$ cat src/rtl/serial_adder_frame.sv
// serial_adder_frame: framed LSB-first bit-serial adder/subtractor with per-frame overflow flag and saturating overflow count
//   clk       : rising-edge clock
//   rst_n     : asynchronous active-low reset
//   EN        : consume LINE1/LINE2 this cycle (low = stall)
//   SYNC      : with EN, current bit is bit 0 of a new frame
//   SUB       : 0 = add, 1 = subtract; sampled at bit 0 only
//   LINE1     : serial operand A, LSB first
//   LINE2     : serial operand B, LSB first
//   OUTP      : registered sum/difference bit
//   OVERFLW   : one-cycle pulse, overflow of the just-completed frame
//   FRAME_END : one-cycle pulse with the frame MSB on OUTP
//   OVF_CNT   : saturating count of overflowed frames
module serial_adder_frame #(
    parameter int FRAME_LEN = 4,
    parameter bit SIGNED    = 0,
    parameter int OVF_CNT_W = 8
) (
    input  logic                 clk,
    input  logic                 rst_n,
    input  logic                 EN,
    input  logic                 SYNC,
    input  logic                 SUB,
    input  logic                 LINE1,
    input  logic                 LINE2,
    output logic                 OUTP,
    output logic                 OVERFLW,
    output logic                 FRAME_END,
    output logic [OVF_CNT_W-1:0] OVF_CNT
);
    localparam int IW = $clog2(FRAME_LEN);
    localparam logic [IW-1:0] LAST = IW'(FRAME_LEN - 1);

    logic [IW-1:0] bit_idx, idx_nxt;
    logic carry, sub_lat;
    logic first, last, mode, cin, b, s, cout, ovf;

    always_comb begin
        first   = SYNC || bit_idx == '0;
        last    = !SYNC && bit_idx == LAST;
        mode    = first ? SUB : sub_lat;
        // subtraction is A + ~B + 1, so the initial carry-in equals the mode bit
        cin     = first ? SUB : carry;
        b       = LINE2 ^ mode;
        s       = LINE1 ^ b ^ cin;
        cout    = (LINE1 & b) | (LINE1 & cin) | (b & cin);
        ovf     = SIGNED ? (cin ^ cout) : (mode ? ~cout : cout);
        idx_nxt = first ? IW'(1) : (last ? '0 : bit_idx + 1'b1);
    end

    always_ff @(posedge clk or negedge rst_n) begin
        if (!rst_n) begin
            bit_idx   <= '0;
            carry     <= 1'b0;
            sub_lat   <= 1'b0;
            OUTP      <= 1'b0;
            OVERFLW   <= 1'b0;
            FRAME_END <= 1'b0;
            OVF_CNT   <= '0;
        end else if (EN) begin
            bit_idx   <= idx_nxt;
            carry     <= last ? 1'b0 : cout;
            sub_lat   <= mode;
            OUTP      <= s;
            FRAME_END <= last;
            OVERFLW   <= last & ovf;
            if (last && ovf && !(&OVF_CNT))
                OVF_CNT <= OVF_CNT + 1'b1;
        end else begin
            OVERFLW   <= 1'b0;
            FRAME_END <= 1'b0;
        end
    end
endmodule

$ cat config.mk
export PLATFORM = sky130hd
export DESIGN_NAME = serial_adder_frame
export DESIGN_NICKNAME = d
export VERILOG_FILES = /design/src/rtl/serial_adder_frame.sv
export SDC_FILE = /design/constraint.sdc
export NUM_CORES = 1
export LEC_CHECK = 0
export ABC_AREA = 1
export CAP_MARGIN = 0
export CORE_UTILIZATION = 45
export DETAILED_ROUTE_END_ITERATION = 10
export PLACE_DENSITY = 0.74
export REMOVE_ABC_BUFFERS = 1
export SYNTH_ARGS = -nofsm -noshare
export SYNTH_HDL_FRONTEND = slang
export SYNTH_SLANG_ARGS = --single-unit
$ cat constraint.sdc
create_clock -name clk -period 3.3 [get_ports clk]
set_clock_uncertainty 0.1 [all_clocks]
set_input_delay 0.66 -clock clk [delete_from_list [all_inputs] [get_ports clk]]
set_output_delay 0.66 -clock clk [all_outputs]
set_load 0.02 [all_outputs]
==> flow_summary.ini, run 1 <==
[route]
vias_per_cell = 5.09
postRouteAntennaNets = 0
drt_wl_total_microns = 1700
wl_per_cell_microns = 11.1
detail_route.first_pass.iterations = 4
vias = 779
post_route_drc_violation_count = 0
number_of_drc_markers_in_iteration_0 = 13

[clocking]
post_cts_resized = 0
clkLatencyLatePin_ns = 0.27
cts_setup_buffers = 0
clkSlewWorstSetupHoldPaths_ns = 0.08
tritoncts.num_buffers = 3
cts_hold_repair_buffers = 0
cts_sinks = 15
clockBufferDepth = 2
cts_tree = built
cts.root.buffer_cell = sky130_fd_sc_hd__clkbuf_4
cts-htree-levels = 1

[placed_design]
detailed_place_hpwl_microns = 1340
gp_congestion = 0.829
input_output_buffers = 17

[yosys]
syn-mean-instance-area_sq_um = 8.27
syn-instance-count = 108
synth-edff-count = 0
synthDistinctLibCells = 21
synth_ff_type = sky130_fd_sc_hd__dfrtp_1
synth_sequential_area_ratio = 0.420
synth_most_common_cell = sky130_fd_sc_hd__nand2_1
synth_top_area_share = 0.420
synthDominantAreaCellType = sky130_fd_sc_hd__dfrtp_1
synthesis.area_sq_um = 893
synth_top_cells_by_area = sky130_fd_sc_hd__dfrtp_1 (42%), sky130_fd_sc_hd__nand2_1 (17%), sky130_fd_sc_hd__nand4_1 (5.6%)
yosys_register_bits = 15
asyncSetResetFlopFracSynth = 1.00
ys_warn_count = 0
most_frequent_cells_after_synthesis = sky130_fd_sc_hd__nand2_1 (40), sky130_fd_sc_hd__dfrtp_1 (15), sky130_fd_sc_hd__inv_1 (11), sky130_fd_sc_hd__nand4_1 (8), sky130_fd_sc_hd__nand3_1 (6)

[critical_path]
worst_path_largest_cell_delay_ns = 0.44
worstSetupStartpointType = input port
critical-path-top-delay-family = simple AND/OR/NAND/NOR gates
regToRegStartpoint = bit_idx[0]
crit_path_max_fanout = 9
critPathRequiredTime_ns = 3.36
sequence_of_cells_on_the_critical_path = clkdlybuf4s50_1 > inv_1 > nand2_1 > nand2_1 > nand2_1 > xnor2_1 > fa_1 > inv_1 > nand3_1 > nand2_2 > nand3_4 > nand2_1 > nand2_1
worstPathBufferInverterCount = 3
critical_path.endpoint = OVF_CNT[3]
worst_path_max_delay_cell = sky130_fd_sc_hd__fa_1
worstSetupPathDepth = 13
regToRegEndpoint = OVF_CNT[3]
criticalPathCategory = input port to flip-flop
worst_r2r_path_depth = 14
ff2ff_setup_slack_ns = 0.89
worstSetupEndpointType = flip-flop
crit_top_cell = sky130_fd_sc_hd__nand2_1
worst_endpoint_data_arrival_time_ns = 2.67
critical_path.startpoint = SYNC

[run_status]
run_status = completed

[timing]
grt_setup_unrepaired = false
finalSetupViolCount = 0
worst_hold_slack_ns = 0.375
post-route-min-period_ns = 2.60
final_min_period_over_clock_period = 0.788
timing_max_transition_violations_final = 0
totalNegativeSetupSlack_ns = 0
max_freq_mhz = 385
final_hold_vios = 0
tightest_pin_transition_ns = 0.633
relative_slew_slack = 0.577

[die]
dieArea_sq_um = 2170
initial_utilization = 0.496
core-area_sq_um = 1800
top_level_ports = 18
dieWidth_microns = 46.6
dieHeight_microns = 46.6
core.rowCount = 15

[final_layout]
fill_cells = 163
fraction_of_layout_instances_using_a_drive_strength_above_1 = 0.0859
area_delta_synth_final_pct = 24.7
antennaDiodeCount = 0
finish.utilization = 0.618
fin_nets = 140

[power_and_ir_drop]
power_per_cell_area_nw_per_um2 = 436
peakVddDrop_v = 0.000403
static-leakage-power_nw = 0.558

[global_route]
grt.overflow.total = 0
grt_start_max_net_pins = 16
grt_antenna_before_repair = 0
grt_util_all_layers = 0.199
global_route_wire_length_before_repair_microns = 3020
vias_in_the_first_global_route = 716

[min_path]
hold_path_class = flip-flop to flip-flop

[run]
cap_viol_max_count = 0
-- tightest hold or removal path: stages (launching register included) --
cell                      delay (ns)
sky130_fd_sc_hd__dfrtp_1        0.35
sky130_fd_sc_hd__nand2_1        0.05
sky130_fd_sc_hd__nand2_1        0.05
-- placed cells by master (no fill, tap or decap) --
master,instances
sky130_fd_sc_hd__a21boi_1,1
sky130_fd_sc_hd__clkbuf_1,1
sky130_fd_sc_hd__clkbuf_4,3
sky130_fd_sc_hd__clkdlybuf4s50_1,17
sky130_fd_sc_hd__dfrtp_1,15
sky130_fd_sc_hd__fa_1,1
sky130_fd_sc_hd__ha_1,3
sky130_fd_sc_hd__inv_1,11
sky130_fd_sc_hd__inv_2,1
sky130_fd_sc_hd__nand2_1,40
sky130_fd_sc_hd__nand2_2,2
sky130_fd_sc_hd__nand3_1,6
sky130_fd_sc_hd__nand3_4,1
sky130_fd_sc_hd__nand3b_1,2
sky130_fd_sc_hd__nand4_1,8
sky130_fd_sc_hd__nand4_4,1
sky130_fd_sc_hd__nor2_1,2
sky130_fd_sc_hd__nor2_2,1
sky130_fd_sc_hd__nor2_4,2
sky130_fd_sc_hd__o21a_1,1
sky130_fd_sc_hd__o21ai_0,5
sky130_fd_sc_hd__xnor2_1,3
sky130_fd_sc_hd__xor2_1,1
-- kinds of logic after synthesis --
| logic type | synth area share |
|---|---|
| compound gates | 0.0448 |
| xor+xnor | 0.0392 |
| fa+ha+maj | 0.0644 |
| buf+inv | 0.0588 |
| flops | 0.420 |
| simple gates | 0.373 |
-- area by class of cell --
type	instances	area, sq um	area share
repair buffers	17	170	0.153
flip-flops and latches	15	375	0.337
inverters	12	45.0	0.0404
well taps	25	31.3	0.0281
clock buffers	4	26.3	0.0236
multi-input cells	80	465	0.418
-- metal layers --
layer | vias up | routed length, microns | GRT usage
li1 | 392 | - | -
met1 | 368 | 814 | 0.273
met2 | 17 | 787 | 0.297
met3 | 2 | 92 | 0.0784
met4 | 0 | 9 | 0.0353
met5 | - | 0 | 0
-- state kept, by name, indices dropped and copies added (netlist names) --
signal     count
carry          1
OUTP           1
OVF_CNT        8
bit_idx        2
FRAME_END      1
sub_lat        1
OVERFLW        1
-- power by group --
group,leakage (nW),switching (mW),internal [mW]
combinational,0.344,0.0899,0.0679
clock,0.0150,0.0513,0.0469
sequential,0.199,0.0214,0.208
-- worst min-delay path by stage --
stage	startpoint	endpoint	slack, ns	depth (start not counted)
2_1_floorplan	rst_n	FRAME_END	0.26	0
3_3_place_gp	OUTP	OUTP	0.36	2
3_5_place_dp	OUTP	OUTP	0.37	2
4_1_cts	OUTP	OUTP	0.39	2
5_1_grt	OUTP	OUTP	0.41	2
6_report	OUTP	OUTP	0.38	2
-- stage by stage --
| stage | setup WS, ns | area (sq um) | power, mW | cells |
|---|---|---|---|---|
| after floorplan | 1.04 | 886 | 0.324 | 107 |
| after global placement | 0.471 | 1090 | 0.384 | 149 |
| after detailed placement | 0.399 | 1090 | 0.389 | 149 |
| after CTS | 0.695 | 1110 | 0.491 | 153 |
| after global routing | 0.487 | 1110 | 0.526 | 153 |
| final | 0.699 | 1110 | 0.485 | 153 |
(Power assumes the default switching activity.)
==> run 2: changes to the inputs <==
PLACE_DENSITY = 0.77   (was 0.74)
clock period = 2.3 ns   (was 3.3 ns; I/O delays follow)
==> flow_summary.ini, run 2 (same netlist as run 1, synthesis figures left out) <==
[global_route]
vias_in_the_first_global_route = 686
grt_start_max_net_pins = 16
global_route_wire_length_before_repair_microns = 2890
grt_antenna_before_repair = 0
grt_util_all_layers = 0.191
grt.overflow.total = 0

[route]
vias = 785
postRouteAntennaNets = 0
number_of_drc_markers_in_iteration_0 = 13
vias_per_cell = 4.91
wl_per_cell_microns = 10.6
drt_wl_total_microns = 1700
detail_route.first_pass.iterations = 5
post_route_drc_violation_count = 0

[final_layout]
final_cell_mix = sky130_fd_sc_hd__nand2_1 (38), sky130_fd_sc_hd__clkdlybuf4s50_1 (16), sky130_fd_sc_hd__dfrtp_1 (15)
reg_top3 = OVF_CNT: 8 flops, bit_idx: 2 flops
finish.utilization = 0.663
finalInstanceArea_sq_um = 1190
multi_input_area_sq_um = 485
final_common_cell = sky130_fd_sc_hd__nand2_1
fin_nets = 147
largest_register_ffs = 8
fill_cells = 158
max_flop_register = OVF_CNT
area_delta_synth_final_pct = 33.6
antennaDiodeCount = 0
seq_area_sq_um = 375
fraction_of_layout_instances_using_a_drive_strength_above_1 = 0.193

[clocking]
clkLatencyLatePin_ns = 0.29
cts_sinks = 15
cts_hold_repair_buffers = 0
tritoncts.num_buffers = 3
cts-htree-levels = 1
clockBufferDepth = 2
clkSlewWorstSetupHoldPaths_ns = 0.09
cts.root.buffer_cell = sky130_fd_sc_hd__clkbuf_4
cts_tree = built

[timing]
grt_setup_unrepaired = false
final_min_period_over_clock_period = 0.942
worst_hold_slack_ns = 0.379
timing_max_transition_violations_final = 0
finalSetupViolCount = 0
final_hold_vios = 0
relative_slew_slack = 0.571
post-route-min-period_ns = 2.17
tightest_pin_transition_ns = 0.642
totalNegativeSetupSlack_ns = 0
max_freq_mhz = 462

[power_and_ir_drop]
power_per_cell_area_nw_per_um2 = 622
static-leakage-power_nw = 0.605
peakVddDrop_v = 0.000558

[critical_path]
critical-path-top-delay-family = adder cells
worst_endpoint_data_arrival_time_ns = 2.23
worst_path_max_delay_cell = sky130_fd_sc_hd__fa_2
worstPathBufferInverterCount = 4
sequence_of_cells_on_the_critical_path = inv_1 > ha_2 > inv_1 > nand2_2 > buf_4 > o21a_1 > fa_2 > inv_2 > nand3_2 > nand2_4 > nand3_4 > nand2_1 > nand2_1
critPathRequiredTime_ns = 2.37
crit_path_max_fanout = 8
worst_path_largest_cell_delay_ns = 0.38
worstSetupStartpointType = flip-flop
criticalPathCategory = flip-flop to flip-flop
worstSetupEndpointType = flip-flop

[die]
dieArea_sq_um = 2170
initial_utilization = 0.496
dieHeight_microns = 46.6
top_level_ports = 18
core-area_sq_um = 1800
dieWidth_microns = 46.6
core.rowCount = 15

[placed_design]
gp_congestion = 0.764
input_output_buffers = 17
detailed_place_hpwl_microns = 1310
area_of_placed_instances_sq_um = 1130

[run_status]
run_status = completed

[run]
cap_viol_max_count = 0

[min_path]
hold_path_class = flip-flop to flip-flop
[run 2: cell count changes in the layout (fill, tap and decap cells not counted), sizes merged]
| cell | before | now |
|---|---|---|
| clkinv | 0 | 1 |
| buf | 0 | 7 |
| clkdlybuf4s50 | 17 | 16 |
| clkbuf | 4 | 3 |
| dlymetal6s2s | 0 | 1 |
[run 2: path summary, 6_finish.rpt]
check	slack, ns	start	cells past startpoint	end
min in group asynchronous	0.46	rst_n	1	carry
max in group asynchronous	1.21	rst_n	1	bit_idx[0]
min	0.38	OUTP	2	OUTP
max	0.13	bit_idx[0]	13	OVF_CNT[7]
min reg2reg	0.38	OUTP	2	OUTP
max reg2reg	0.13	bit_idx[0]	13	OVF_CNT[7]
[run 2: power breakdown]
part           switching, mW  internal, mW  leakage (nW)  total, mW
registers             0.0315         0.298         0.199      0.330
clock network         0.0816        0.0646        0.0177      0.146
logic                  0.138         0.128         0.388      0.266
total                  0.252         0.491         0.605      0.742
[run 2: final cells by class]
class / count / area share
repair buffers: 24 / 0.192
well taps: 25 / 0.0262
inverters: 12 / 0.0377
flip-flops and latches: 15 / 0.314
clock inverters: 1 / 0.00419
multi-input cells: 80 / 0.407
clock buffers: 3 / 0.0189
[run 2: routing by layer]
layer | part of all wire | global-route usage | vias to the layer above
met5 | 0 | 0 | -
met2 | 0.47 | 0.289 | 16
met1 | 0.48 | 0.249 | 359
met3 | 0.044 | 0.0706 | 2
met4 | 0.0059 | 0.0647 | 0
li1 | - | - | 408
[run 2: what timing repair did]
item / 4_1_cts / 5_1_grt
buffers inserted: 0 / 1
pin swaps: 0 / 4
setup endpoints to repair: 2 / 8
gates resized for setup: 1 / 9
[run 2: worst reg2reg max path, stage by stage, from the launching register on]
cell,delay [ns]
sky130_fd_sc_hd__dfrtp_1,0.37
sky130_fd_sc_hd__inv_1,0.06
sky130_fd_sc_hd__ha_2,0.19
sky130_fd_sc_hd__inv_1,0.06
sky130_fd_sc_hd__nand2_2,0.05
sky130_fd_sc_hd__buf_4,0.13
sky130_fd_sc_hd__o21a_1,0.18
sky130_fd_sc_hd__fa_2,0.38
sky130_fd_sc_hd__inv_2,0.07
sky130_fd_sc_hd__nand3_2,0.11
sky130_fd_sc_hd__nand2_4,0.11
sky130_fd_sc_hd__nand3_4,0.11
sky130_fd_sc_hd__nand2_1,0.10
sky130_fd_sc_hd__nand2_1,0.05
[run 2: stage by stage]
step | setup slack [ns] | cells | total power [mW]
2_1_floorplan | 0.111 | 107 | 0.465
3_3_place_gp | -0.227 | 155 | 0.571
3_5_place_dp | -0.300 | 155 | 0.581
4_1_cts | 0.0532 | 159 | 0.730
5_1_grt | 0.0132 | 160 | 0.793
6_report | 0.135 | 160 | 0.742
==> run 3: changes to the inputs <==
clock period = 1.95 ns   (was 2.3 ns; I/O delays follow)
==> flow_summary.ini, run 3 (same netlist as run 1, synthesis figures left out) <==
[run_status]
run_status = finished, violations left
violations = negative setup slack

[timing]
finalSetupViolCount = 8
final_min_period_over_clock_period = 1.09
worst_hold_slack_ns = 0.309
final_hold_vios = 0
post-route-min-period_ns = 2.13
relative_slew_slack = 0.856
timing_max_transition_violations_final = 0
tightest_pin_transition_ns = 0.215
final.setup.worst_slack_ns = -0.176
grt_setup_unrepaired = true
max_freq_mhz = 470

[clocking]
clockBufferDepth = 2
tritoncts.num_buffers = 3
cts.root.buffer_cell = sky130_fd_sc_hd__clkbuf_4
clkLatencyLatePin_ns = 0.28
cts_sinks = 15
cts-htree-levels = 1
cts_tree = built
clkSlewWorstSetupHoldPaths_ns = 0.08

[global_route]
grt_start_max_net_pins = 16
grt_antenna_before_repair = 0
grt_util_all_layers = 0.207
global_route_wire_length_before_repair_microns = 3110
grt.overflow.total = 0
vias_in_the_first_global_route = 746

[die]
core.rowCount = 15
top_level_ports = 18
dieArea_sq_um = 2170
initial_utilization = 0.496
dieHeight_microns = 46.6
dieWidth_microns = 46.6
core-area_sq_um = 1800

[placed_design]
input_output_buffers = 17
gp_congestion = 0.795
detailed_place_hpwl_microns = 1360
placed_cells = 157
area_of_placed_instances_sq_um = 1150
dp_worst_setup_slack_ns = -0.598

[final_layout]
final_cell_mix = sky130_fd_sc_hd__nand2_1 (38), sky130_fd_sc_hd__clkdlybuf4s50_1 (16), sky130_fd_sc_hd__dfrtp_1 (15)
area_delta_synth_final_pct = 40.5
final_cell_count_no_fill = 167
largest_register_ffs = 8
finalInstanceArea_sq_um = 1250
final_common_cell = sky130_fd_sc_hd__nand2_1
fin_nets = 154
max_flop_register = OVF_CNT
antennaDiodeCount = 0
reg_top3 = OVF_CNT: 8 flops, bit_idx: 2 flops
fraction_of_layout_instances_using_a_drive_strength_above_1 = 0.246

[critical_path]
worst_path_max_delay_cell = sky130_fd_sc_hd__fa_2
critPathRequiredTime_ns = 2.02
worst_path_largest_cell_delay_ns = 0.40
critical-path-top-delay-family = adder cells
crit_top_cell = sky130_fd_sc_hd__inv_2
crit_path_max_fanout = 8
ff2ff_setup_slack_ns = -0.18
worst_endpoint_data_arrival_time_ns = 2.20
sequence_of_cells_on_the_critical_path = inv_2 > ha_4 > inv_2 > nand2_2 > buf_6 > o21a_1 > fa_2 > inv_2 > nand3_2 > nand2_2 > nand3_4 > nand2_1 > nand2_1
criticalPathCategory = flip-flop to flip-flop
worstSetupStartpointType = flip-flop
worstSetupEndpointType = flip-flop
worstPathBufferInverterCount = 4

[route]
number_of_drc_markers_in_iteration_0 = 22
postRouteAntennaNets = 0
vias = 813
wl_per_cell_microns = 11.5
post_route_drc_violation_count = 0
vias_per_cell = 4.87
detail_route.first_pass.iterations = 4
drt_wl_total_microns = 1910

[power_and_ir_drop]
peakVddDrop_v = 0.000848
sw_frac_of_total = 0.333
power_per_cell_area_nw_per_um2 = 717
static-leakage-power_nw = 0.632
total_switching_power_uw = 299
sequentialPowerShare = 0.435
power.clock.fraction = 0.187
intPower_uw = 600
comb_power_share = 0.378
post-layout-total-power_uw = 899

[min_path]
hold_path_class = input port to asynchronous set/reset pin

[run]
cap_viol_max_count = 0
[run 3: worst register-to-register path, cell delays in order (launching register included)]
cell and delay [ns]:
sky130_fd_sc_hd__dfrtp_1 0.36, sky130_fd_sc_hd__inv_2 0.06, sky130_fd_sc_hd__ha_4 0.16, sky130_fd_sc_hd__inv_2 0.05, sky130_fd_sc_hd__nand2_2 0.06, sky130_fd_sc_hd__buf_6 0.12, sky130_fd_sc_hd__o21a_1 0.19, sky130_fd_sc_hd__fa_2 0.40
sky130_fd_sc_hd__inv_2 0.07, sky130_fd_sc_hd__nand3_2 0.08, sky130_fd_sc_hd__nand2_2 0.11, sky130_fd_sc_hd__nand3_4 0.11, sky130_fd_sc_hd__nand2_1 0.09, sky130_fd_sc_hd__nand2_1 0.05
[run 3: per-layer routing]
layer	GRT usage	routed length (microns)	up-vias	part of all wire
met4	0.0529	12	0	0.0063
li1	-	-	425	-
met1	0.259	908	370	0.47
met2	0.339	905	16	0.47
met3	0.0706	87	2	0.045
met5	0	0	-	0
[run 3: layout make-up]
cell class | instances | area [sq um]
Fill cell | 153 | 547
Multi-Input combinational cell | 80 | 495
Sequential cell | 15 | 375
Timing Repair Buffer | 31 | 282
Inverter | 12 | 45.0
Tap cell | 25 | 31.3
Clock buffer | 4 | 26.3
[run 3: stage by stage]
step	util	TNS [ns]
floorplan	-	-1.87
global placement	0.637	-4.41
detailed placement	0.637	-5.33
CTS	0.688	-1.11
global route	0.697	-1.99
finish	0.697	-1.31
[run 3: power groups by stage]
stage	clock (mW)	combinational (mW)	sequential (mW)
after global placement	0	0.278	0.393
after detailed placement	0	0.287	0.395
after CTS	0.174	0.328	0.390
final	0.168	0.340	0.391
after floorplan	0	0.124	0.424
after global routing	0.189	0.383	0.397
[run 3: worst paths after layout]
| path | startpoint | to | depth (start not counted) |
|---|---|---|---|
| worst min register to register | OUTP | OUTP | 2 |
| worst max-delay path | bit_idx[1] | OVF_CNT[7] | 13 |
| worst min-delay path | rst_n | OUTP | 2 |
| worst max register to register | bit_idx[1] | OVF_CNT[7] | 13 |
| max in group asynchronous | rst_n | OVF_CNT[6] | 2 |
| min in group clk | OUTP | OUTP | 2 |
[run 3: repair_timing]
item	CTS	global route
hold buffers	0	0
gates resized for setup	14	0
setup buffers	4	2
setup endpoints to repair	9	9
pin swaps	13	3
